==> config.mk <==
export PLATFORM = sky130hd
export DESIGN_NAME = seq_restoring_divider_flat
export DESIGN_NICKNAME = d
export VERILOG_FILES = /design/src/rtl/seq_restoring_divider_if.sv /design/src/rtl/seq_restoring_divider.sv /design/src/flat_wrapper.sv
export SDC_FILE = /design/constraint.sdc
export NUM_CORES = 1
export LEC_CHECK = 0
export ABC_AREA = 1
export CAP_MARGIN = 10
export CORE_MARGIN = 5
export CORE_UTILIZATION = 59
export DETAILED_ROUTE_END_ITERATION = 8
export GPL_ROUTABILITY_DRIVEN = 0
export PLACE_DENSITY = 0.86
export SETUP_SLACK_MARGIN = 0.02
export SYNTH_ARGS = -nofsm -noshare
export SYNTH_HDL_FRONTEND = slang
export SYNTH_SLANG_ARGS = --single-unit
==> constraint.sdc <==
create_clock -name Clk -period 3.97 [get_ports Clk]
set_clock_uncertainty 0.1 [all_clocks]
set_input_delay 0.397 -clock Clk [delete_from_list [all_inputs] [get_ports Clk]]
set_output_delay 0.397 -clock Clk [all_outputs]
set_load 0.05 [all_outputs]
==> src/rtl/seq_restoring_divider_if.sv <==
// Run/Done handshake and operand/result bundle shared by the lab ALU sequential units.
interface seq_restoring_divider_if #(
    parameter int WIDTH = 8
);
    logic             Run;
    logic [WIDTH-1:0] Dividend;
    logic [WIDTH-1:0] Divisor;
    logic [WIDTH-1:0] Quotient;
    logic [WIDTH-1:0] Remainder;
    logic             Busy;
    logic             Done;
    logic             DivByZero;

    modport master (
        output Run, Dividend, Divisor,
        input  Quotient, Remainder, Busy, Done, DivByZero
    );

    modport slave (
        input  Run, Dividend, Divisor,
        output Quotient, Remainder, Busy, Done, DivByZero
    );
endinterface

==> src/rtl/seq_restoring_divider.sv <==
// Sequential restoring divider, one quotient bit per clock, Run/Done handshake.
// Define SEQ_DIVIDER_SIGNED_EN for two's-complement operands (adds one FIXUP cycle).
module seq_restoring_divider #(
    parameter int WIDTH = 8
) (
    input  logic                   Clk,
    input  logic                   Reset_n,
    seq_restoring_divider_if.slave bus
);
    localparam int CNT_W = $clog2(WIDTH + 1);

    typedef enum logic [2:0] {
        IDLE,
        ITER,
        ZERO,
`ifdef SEQ_DIVIDER_SIGNED_EN
        FIXUP,
`endif
        HOLD
    } state_t;

    state_t           state, state_next;
    logic [WIDTH-1:0] q_reg;
    logic [WIDTH-1:0] d_reg;
    logic [WIDTH:0]   r_reg;
    logic [CNT_W-1:0] cnt;
    logic [WIDTH-1:0] quotient_q;
    logic [WIDTH-1:0] remainder_q;
    logic             busy_q;
    logic             done_q;
    logic             dbz_q;

    logic [WIDTH:0]   shifted;
    logic [WIDTH:0]   diff;
    logic [WIDTH:0]   r_next;
    logic [WIDTH-1:0] q_next;
    logic             last_iter;
    logic [WIDTH-1:0] dvd_load;
    logic [WIDTH-1:0] dvs_load;
    logic             unused_r_msb;

`ifdef SEQ_DIVIDER_SIGNED_EN
    logic             neg_q;
    logic             neg_r;
`endif

    // Subtract as add of inverted divisor with carry-in 1; MSB set means borrow.
    always_comb begin
        shifted   = {r_reg[WIDTH-1:0], q_reg[WIDTH-1]};
        diff      = shifted + (~{1'b0, d_reg}) + {{WIDTH{1'b0}}, 1'b1};
        r_next    = diff[WIDTH] ? shifted : diff;
        q_next    = {q_reg[WIDTH-2:0], ~diff[WIDTH]};
        last_iter = (cnt == CNT_W'(WIDTH - 1));
    end

    // Zero divisor keeps the raw dividend in Q so ZERO can report it unchanged.
    always_comb begin
        dvd_load = bus.Dividend;
        dvs_load = bus.Divisor;
`ifdef SEQ_DIVIDER_SIGNED_EN
        if (bus.Divisor != '0) begin
            dvd_load = bus.Dividend[WIDTH-1] ? ('0 - bus.Dividend) : bus.Dividend;
            dvs_load = bus.Divisor[WIDTH-1]  ? ('0 - bus.Divisor)  : bus.Divisor;
        end
`endif
    end

    assign unused_r_msb = r_reg[WIDTH];

    always_ff @(posedge Clk or negedge Reset_n) begin
        if (!Reset_n) state <= IDLE;
        else          state <= state_next;
    end

    always_comb begin
        state_next = state;
        case (state)
            IDLE:  if (bus.Run) state_next = (bus.Divisor == '0) ? ZERO : ITER;
`ifdef SEQ_DIVIDER_SIGNED_EN
            ITER:  if (last_iter) state_next = FIXUP;
            FIXUP: state_next = HOLD;
`else
            ITER:  if (last_iter) state_next = HOLD;
`endif
            ZERO:  state_next = HOLD;
            HOLD:  if (!bus.Run) state_next = IDLE;
            default: state_next = IDLE;
        endcase
    end

    always_ff @(posedge Clk or negedge Reset_n) begin
        if (!Reset_n) begin
            q_reg       <= '0;
            d_reg       <= '0;
            r_reg       <= '0;
            cnt         <= '0;
            quotient_q  <= '0;
            remainder_q <= '0;
            busy_q      <= 1'b0;
            done_q      <= 1'b0;
            dbz_q       <= 1'b0;
`ifdef SEQ_DIVIDER_SIGNED_EN
            neg_q       <= 1'b0;
            neg_r       <= 1'b0;
`endif
        end else begin
            case (state)
                IDLE: begin
                    if (bus.Run) begin
                        q_reg  <= dvd_load;
                        d_reg  <= dvs_load;
                        r_reg  <= '0;
                        cnt    <= '0;
                        busy_q <= 1'b1;
`ifdef SEQ_DIVIDER_SIGNED_EN
                        neg_q  <= bus.Dividend[WIDTH-1] ^ bus.Divisor[WIDTH-1];
                        neg_r  <= bus.Dividend[WIDTH-1];
`endif
                    end
                end
                ITER: begin
                    r_reg <= r_next;
                    q_reg <= q_next;
                    cnt   <= cnt + CNT_W'(1);
`ifndef SEQ_DIVIDER_SIGNED_EN
                    if (last_iter) begin
                        quotient_q  <= q_next;
                        remainder_q <= r_next[WIDTH-1:0];
                        busy_q      <= 1'b0;
                        done_q      <= 1'b1;
                    end
`endif
                end
`ifdef SEQ_DIVIDER_SIGNED_EN
                FIXUP: begin
                    quotient_q  <= neg_q ? ('0 - q_reg) : q_reg;
                    remainder_q <= neg_r ? ('0 - r_reg[WIDTH-1:0]) : r_reg[WIDTH-1:0];
                    busy_q      <= 1'b0;
                    done_q      <= 1'b1;
                end
`endif
                ZERO: begin
                    quotient_q  <= '1;
                    remainder_q <= q_reg;
                    dbz_q       <= 1'b1;
                    busy_q      <= 1'b0;
                    done_q      <= 1'b1;
                end
                HOLD: begin
                    if (!bus.Run) begin
                        done_q <= 1'b0;
                        dbz_q  <= 1'b0;
                    end
                end
                default: ;
            endcase
        end
    end

    assign bus.Quotient  = quotient_q;
    assign bus.Remainder = remainder_q;
    assign bus.Busy      = busy_q;
    assign bus.Done      = done_q;
    assign bus.DivByZero = dbz_q;
endmodule
==> src/flat_wrapper.sv <==
// flat-port wrapper written by rule: the top's interface ports become plain ports
module seq_restoring_divider_flat 
#(
    parameter int WIDTH = 8
)
  (Clk, Reset_n, bus_Run, bus_Dividend, bus_Divisor, bus_Quotient, bus_Remainder, bus_Busy, bus_Done, bus_DivByZero);
  seq_restoring_divider_if #(.WIDTH(WIDTH)) bus_i ();
  input  logic Clk;
  input  logic Reset_n;
  input wire logic [$bits(bus_i.Run)-1:0] bus_Run;
  input wire logic [$bits(bus_i.Dividend)-1:0] bus_Dividend;
  input wire logic [$bits(bus_i.Divisor)-1:0] bus_Divisor;
  output wire logic [$bits(bus_i.Quotient)-1:0] bus_Quotient;
  output wire logic [$bits(bus_i.Remainder)-1:0] bus_Remainder;
  output wire logic [$bits(bus_i.Busy)-1:0] bus_Busy;
  output wire logic [$bits(bus_i.Done)-1:0] bus_Done;
  output wire logic [$bits(bus_i.DivByZero)-1:0] bus_DivByZero;
  assign bus_i.Run = bus_Run;
  assign bus_i.Dividend = bus_Dividend;
  assign bus_i.Divisor = bus_Divisor;
  assign bus_Quotient = bus_i.Quotient;
  assign bus_Remainder = bus_i.Remainder;
  assign bus_Busy = bus_i.Busy;
  assign bus_Done = bus_i.Done;
  assign bus_DivByZero = bus_i.DivByZero;
  seq_restoring_divider #(.WIDTH(WIDTH)) u_core (.Clk(Clk), .Reset_n(Reset_n), .bus(bus_i));
endmodule
## Word-level counts from Yosys, hierarchy flattened

Cells that the tools add are included.

| cells by class | value |
|---|---|
| equal/unequal tests | 7 |
| bitwise logic cells | 2 |
| multiplexer cells | 23 |
| reduce and logical (&&, ||, !) cells | 14 |
| add/sub/neg operators | 3 |

Operators with widths:

| operator | number |
|---|---|
| $pmux W8 S2 | 4 |
| $mux W8 | 5 |
| $pmux W3 S4 | 1 |
| $add A9 B1 Y9 const B | 1 |
| $add A9 B9 Y9 | 1 |
| $mux W3 | 3 |
| $not A8 Y9 | 1 |
| $reduce_and A3 Y1 | 3 |
| $logic_not A8 Y1 | 1 |
| $pmux W4 S2 | 1 |
| $reduce_and A2 Y1 | 4 |
| $eq A3 B2 Y1 const B | 2 |
| $pmux W1 S3 | 2 |
| $reduce_bool A2 Y1 | 3 |
| $reduce_bool A3 Y1 | 2 |
| $add A4 B1 Y4 const B | 1 |
| $eq A4 B3 Y1 const B | 1 |
| $mux W1 | 4 |
| $mux W4 | 1 |
| $ne A2 B2 Y1 const B | 2 |
| $eq A3 B1 Y1 const B | 1 |
| $logic_not A3 Y1 | 1 |
| $mux W2 | 1 |
| $ne A2 B1 Y1 const B | 1 |
| other kinds (2) | 2 |

| word-level totals | value |
|---|---|
| bits in registers | 50 |
| word-level logic and storage cells | 59 |
| input port bits | 19 |
| output and inout port bits | 19 |

## Logic depth before layout (Yosys ltp)

| depth | value |
|---|---|
| word-level depth | 6 |
| mapped depth | 14 |
| mapped depth without buffers | 14 |

## Worst setup path after synthesis

OpenSTA, ideal clock, no wires.

| timing path | value |
|---|---|
| path type | register to register |
| start | register u_core.q_reg[7] |
| end | register u_core.remainder_q[7], in the netlist u_core.bus.Remainder[7] |
| data arrival time | 1769 ps |
| required time | 3752 ps |
| stages on the path, launching flop included | 15 |
| library setup time | 118 ps |
| clock period less this slack | 1987 ps |
| buffers on the path | 0 |
| path slack | 1983 ps |
| cells stage by stage | dfrtp_1 -> inv_1 -> ha_1 -> inv_1 -> fa_1 -> nand2_1 -> nand2_1 -> nand3_2 -> nand2_2 -> nand2_4 -> nand2_8 -> nand2_4 -> nand3_1 -> nand2_1 -> nand2_1 |

| between the ends | value |
|---|---|
| word-level cells in the longest chain between the ends | 5 |

RTL lines:

| what | line | RTL |
|---|---|---|
| from (decl) | seq_restoring_divider.sv:23 | `logic [WIDTH-1:0] q_reg;` |
| from (signal assigned) | seq_restoring_divider.sv:110 | `q_reg <= dvd_load;` |
| from (signal assigned) | seq_restoring_divider.sv:123 | `q_reg <= q_next;` |
| $add A9 B9 Y9 | seq_restoring_divider.sv:50 | `diff = shifted + (~{1'b0, d_reg}) + {{WIDTH{1'b0}}, 1'b1};` |
| $add A9 B1 Y9 | seq_restoring_divider.sv:50 |  |
| $mux W8 | seq_restoring_divider.sv:51 | `r_next = diff[WIDTH] ? shifted : diff;` |
| $mux W8 | seq_restoring_divider.sv:126 | `if (last_iter) begin` |
| $pmux W8 S2 (*) | seq_restoring_divider.sv:107 | `case (state)` |
| to (signal assigned) | seq_restoring_divider.sv:128 | `remainder_q <= r_next[WIDTH-1:0];` |
| to (signal assigned) | seq_restoring_divider.sv:144 | `remainder_q <= q_reg;` |
| to (decl) | seq_restoring_divider.sv:28 | `logic [WIDTH-1:0] remainder_q;` |

Mark *: on every way between the ends. The rest lies on a longest branch, timed or not. The select of a mux whose other input is x is not followed.
A chain may end at the register's enable or synchronous reset.

## Worst setup path in the final report

| timing path | value |
|---|---|
| start | register u_core.state[1] |
| end | register u_core.cnt[2] |

| between the ends | value |
|---|---|
| word-level cells in the longest chain between the ends | 3 |
| elaborated cells between the ends (all ways) | 6 |
| those cells by class | 2 x eq/ne; 1 x mux; 3 x reduce/logical |

RTL lines:

| what | line | RTL |
|---|---|---|
| from (decl) | seq_restoring_divider.sv:22 | `state_t state, state_next;` |
| from (signal assigned) | seq_restoring_divider.sv:72 | `else state <= state_next;` |
| $eq A3 B1 Y1 / $logic_not A3 Y1 (equally long branches) | seq_restoring_divider.sv:107 |  |
| $reduce_bool A2 Y1 (no line) / $ne A2 B2 Y1 (equally long branches) | n/a |  |
| $reduce_and A2 Y1 (no line) | n/a |  |
| to (signal assigned) | seq_restoring_divider.sv:124 | `cnt <= cnt + CNT_W'(1);` |
| to (decl) | seq_restoring_divider.sv:26 | `logic [CNT_W-1:0] cnt;` |

Parallel ways exist; a longest one is shown, timed or not.

==> run metrics <==
Final ANT Viol Nets=0; worst stage delay on the critical path=0.67 ns; worst-path maximum fanout=13; # DRC=0; post-layout min period=2.57 ns; Leakage=1.72 nW; final hold slack=0.160 ns; DRT Pass-1 Iters=4; slew of the pin with the lowest slew margin=1.04 ns; commonest non-fill, non-tap cell in the layout=nand2_1; CP startpoint kind=flop; synthesized instance count=approximately 350; pin count of the biggest net entering global routing=50; Post-Syn Nets=387; Critical path buffers and inverters=3; met3 routed wirelength=268 um; maximum VDD drop=between 0.4 and 0.5 mV; Root Buffer=clkbuf_8; global-route wire length before repair=~11 mm; Post-synth EDFFs=0; total CTS buffers=5; Sw Share=50.9%; arrival time worst endpoint=~2.7 ns; met2 WL post-DR=3.00 mm; fillcell total=389; CTS max path bufs=2; TNS Setup=0 ns; CP required=4.07 ns; distinct cell type count of the synthesized netlist=33; register bit total from synthesis=around 50; final setup fails=0; Initial Utilization=60.0%; post-synthesis cell area=2810 um^2; share of cells above drive strength 1=7.93%; Top Metal Used=met4; IO Port Bufs=37; vias in the first global route=between 2,000 and 2,500; max_slew headroom=30.8%; top cell type's share of synthesized area=43.6%; register area share after synthesis=43.6%; CTS sink cnt=49; RSZ-0062 raised after global routing=no; io pins=38; Synth async-reset ratio=100%; GR Util All Layers=21.9%; Detailed Place HPWL=4.65 mm; Pwr Total=roughly 3.2 mW; Mean Syn Cell Area=~7.9 um^2; crit-path cells=inv_1 > ha_1 > inv_1 > o21ai_1 > clkinv_1 > a21oi_1 > nor2_1; run status=finished clean; Core Area=between 4000 and 5000 um^2; Synth area leader=dfrtp_1; Combinational Power Share=61.9%; Placed Instances=roughly 440; Layout Nets=423; non-filler instance count after layout=between 400 and 500; Max Clock Freq=389 MHz; DRT iter0 DRCs=199; most frequent cells in the layout=108 x nand2_1, 49 x inv_1, 49 x dfrtp_1; mean number of vias per cell=5.31; cts repair resizes=0; post-cts hold buffer count=0; footprint of the multi-input gates=1340 um^2; DR vias=between 2,000 and 2,500; Finished Cell Area=around 3300 um^2; top area cells in the synthesized netlist=dfrtp_1 44%, nand2_1 14%, inv_1 6.5%; Rows=25; # Max-Cap Violations=0; top_reg_cell synth=dfrtp_1; die width=a little under 80 um; critical path class=flop to flop; Hold WC Path Type=input port to async pin; clock power share=roughly 11%; Power Internal=approximately 1.6 mW; WL final=approximately 6.2 mm; DIE AREA=6250 um^2; Max stage delay cell, worst path=o21ai_1; Crit path top cell by count=inv_1; Seq. cell area=1230 um^2; grt ovf=0; final max-slew violation count=0; Flop pwr share=26.8%; Die Height=79.1 um; Setup Fix Bufs, Post-CTS=0; Routed wire per std cell=13.9 um; Max H-tree Level=2; TritonCTS clock tree=done; Met1 Routed Length=2.80 mm; Yosys warnings=0; period utilization=64.7%; ANT cells=0; CP endpoint kind=flop; pwr/cell area=a little under 1000 nW/um^2; Hold Vio Cnt, Final=0; Reg clk slew, reported paths=0.09 ns; Clk Latency, worst-skew pair=0.31 ns; Largest delay share family, worst path=compound AO/OA/AOI/OAI gates; initial antenna violation count=0; Layout area overhead=17.4%; placed inst area=roughly 3200 um^2; net switching power figure=1.62 mW
==> path summary, 6_finish.rpt <==
| check | cells past startpoint | slack [ns] | endpoint | startpoint |
|---|---|---|---|---|
| worst max-delay path | 7 | 1.40 | u_core.cnt[2] | u_core.state[1] |
| worst min-delay path | 1 | 0.16 | u_core.bus.Quotient[4] | Reset_n |
| worst max register to register | 7 | 1.40 | u_core.cnt[2] | u_core.state[1] |
| worst min register to register | 2 | 0.38 | u_core.bus.Remainder[5] | u_core.bus.Remainder[5] |
| max in group asynchronous | 1 | 2.96 | u_core.d_reg[0] | Reset_n |
| min in group Clk | 2 | 0.38 | u_core.bus.Remainder[5] | u_core.bus.Remainder[5] |
==> cell type report <==
cell class              instances  area share, %
flip-flops and latches         49           37.1
multi-input cells             246           40.6
repair buffers                 37           11.1
well taps                      54           2.05
inverters                      51           5.80
clock buffers                   6           2.20
clock inverters                 2           1.17
==> synthesized netlist by cell type, drive strengths merged, types with 2 or more instances <==
master / instances
ha: 13
nand4: 4
o211ai: 2
xor2: 3
nor2: 17
o21ai: 23
o221ai: 2
a21oi: 25
inv: 50
o22ai: 2
nand2: 120
a22oi: 5
nand3: 26
buf: 7
dfrtp: 49
==> logic make-up after synthesis <==
logic type      Yosys count  share of synthesized area [%]
compound gates           59                           12.3
buf+inv                  59                           8.76
fa+ha+maj                14                           6.49
xor+xnor                  3                          0.934
flops                    49                           43.6
simple gates            170                           28.0
==> worst reg2reg max path, stage by stage, from the launching register on <==
cell,delay (ns)
dfrtp_1,0.43
inv_1,0.09
ha_1,0.33
inv_1,0.09
o21ai_1,0.67
clkinv_1,0.48
a21oi_1,0.22
nor2_1,0.06
==> stage by stage <==
step	utilization, %	worst slack, ns
after detailed placement	68.0	1.32
after global placement	68.0	1.40
after global routing	70.4	1.10
final	70.4	1.40
after CTS	70.4	1.38
after floorplan	-	1.98
==> power groups by stage <==
stage,clock network (mW),registers (mW),logic [mW]
global route,0.382,0.884,2.22
detailed placement,0,0.863,1.97
finish,0.358,0.856,1.98
CTS,0.364,0.855,1.98
global placement,0,0.852,1.91
floorplan,0,1.13,1.22
==> per-layer routing <==
layer,track usage (%),vias up
li1,-,1208
met1,28.6,1072
met2,36.1,70
met3,5.44,12
met4,6.36,0
met5,0,-
(Power assumes the default switching activity.)
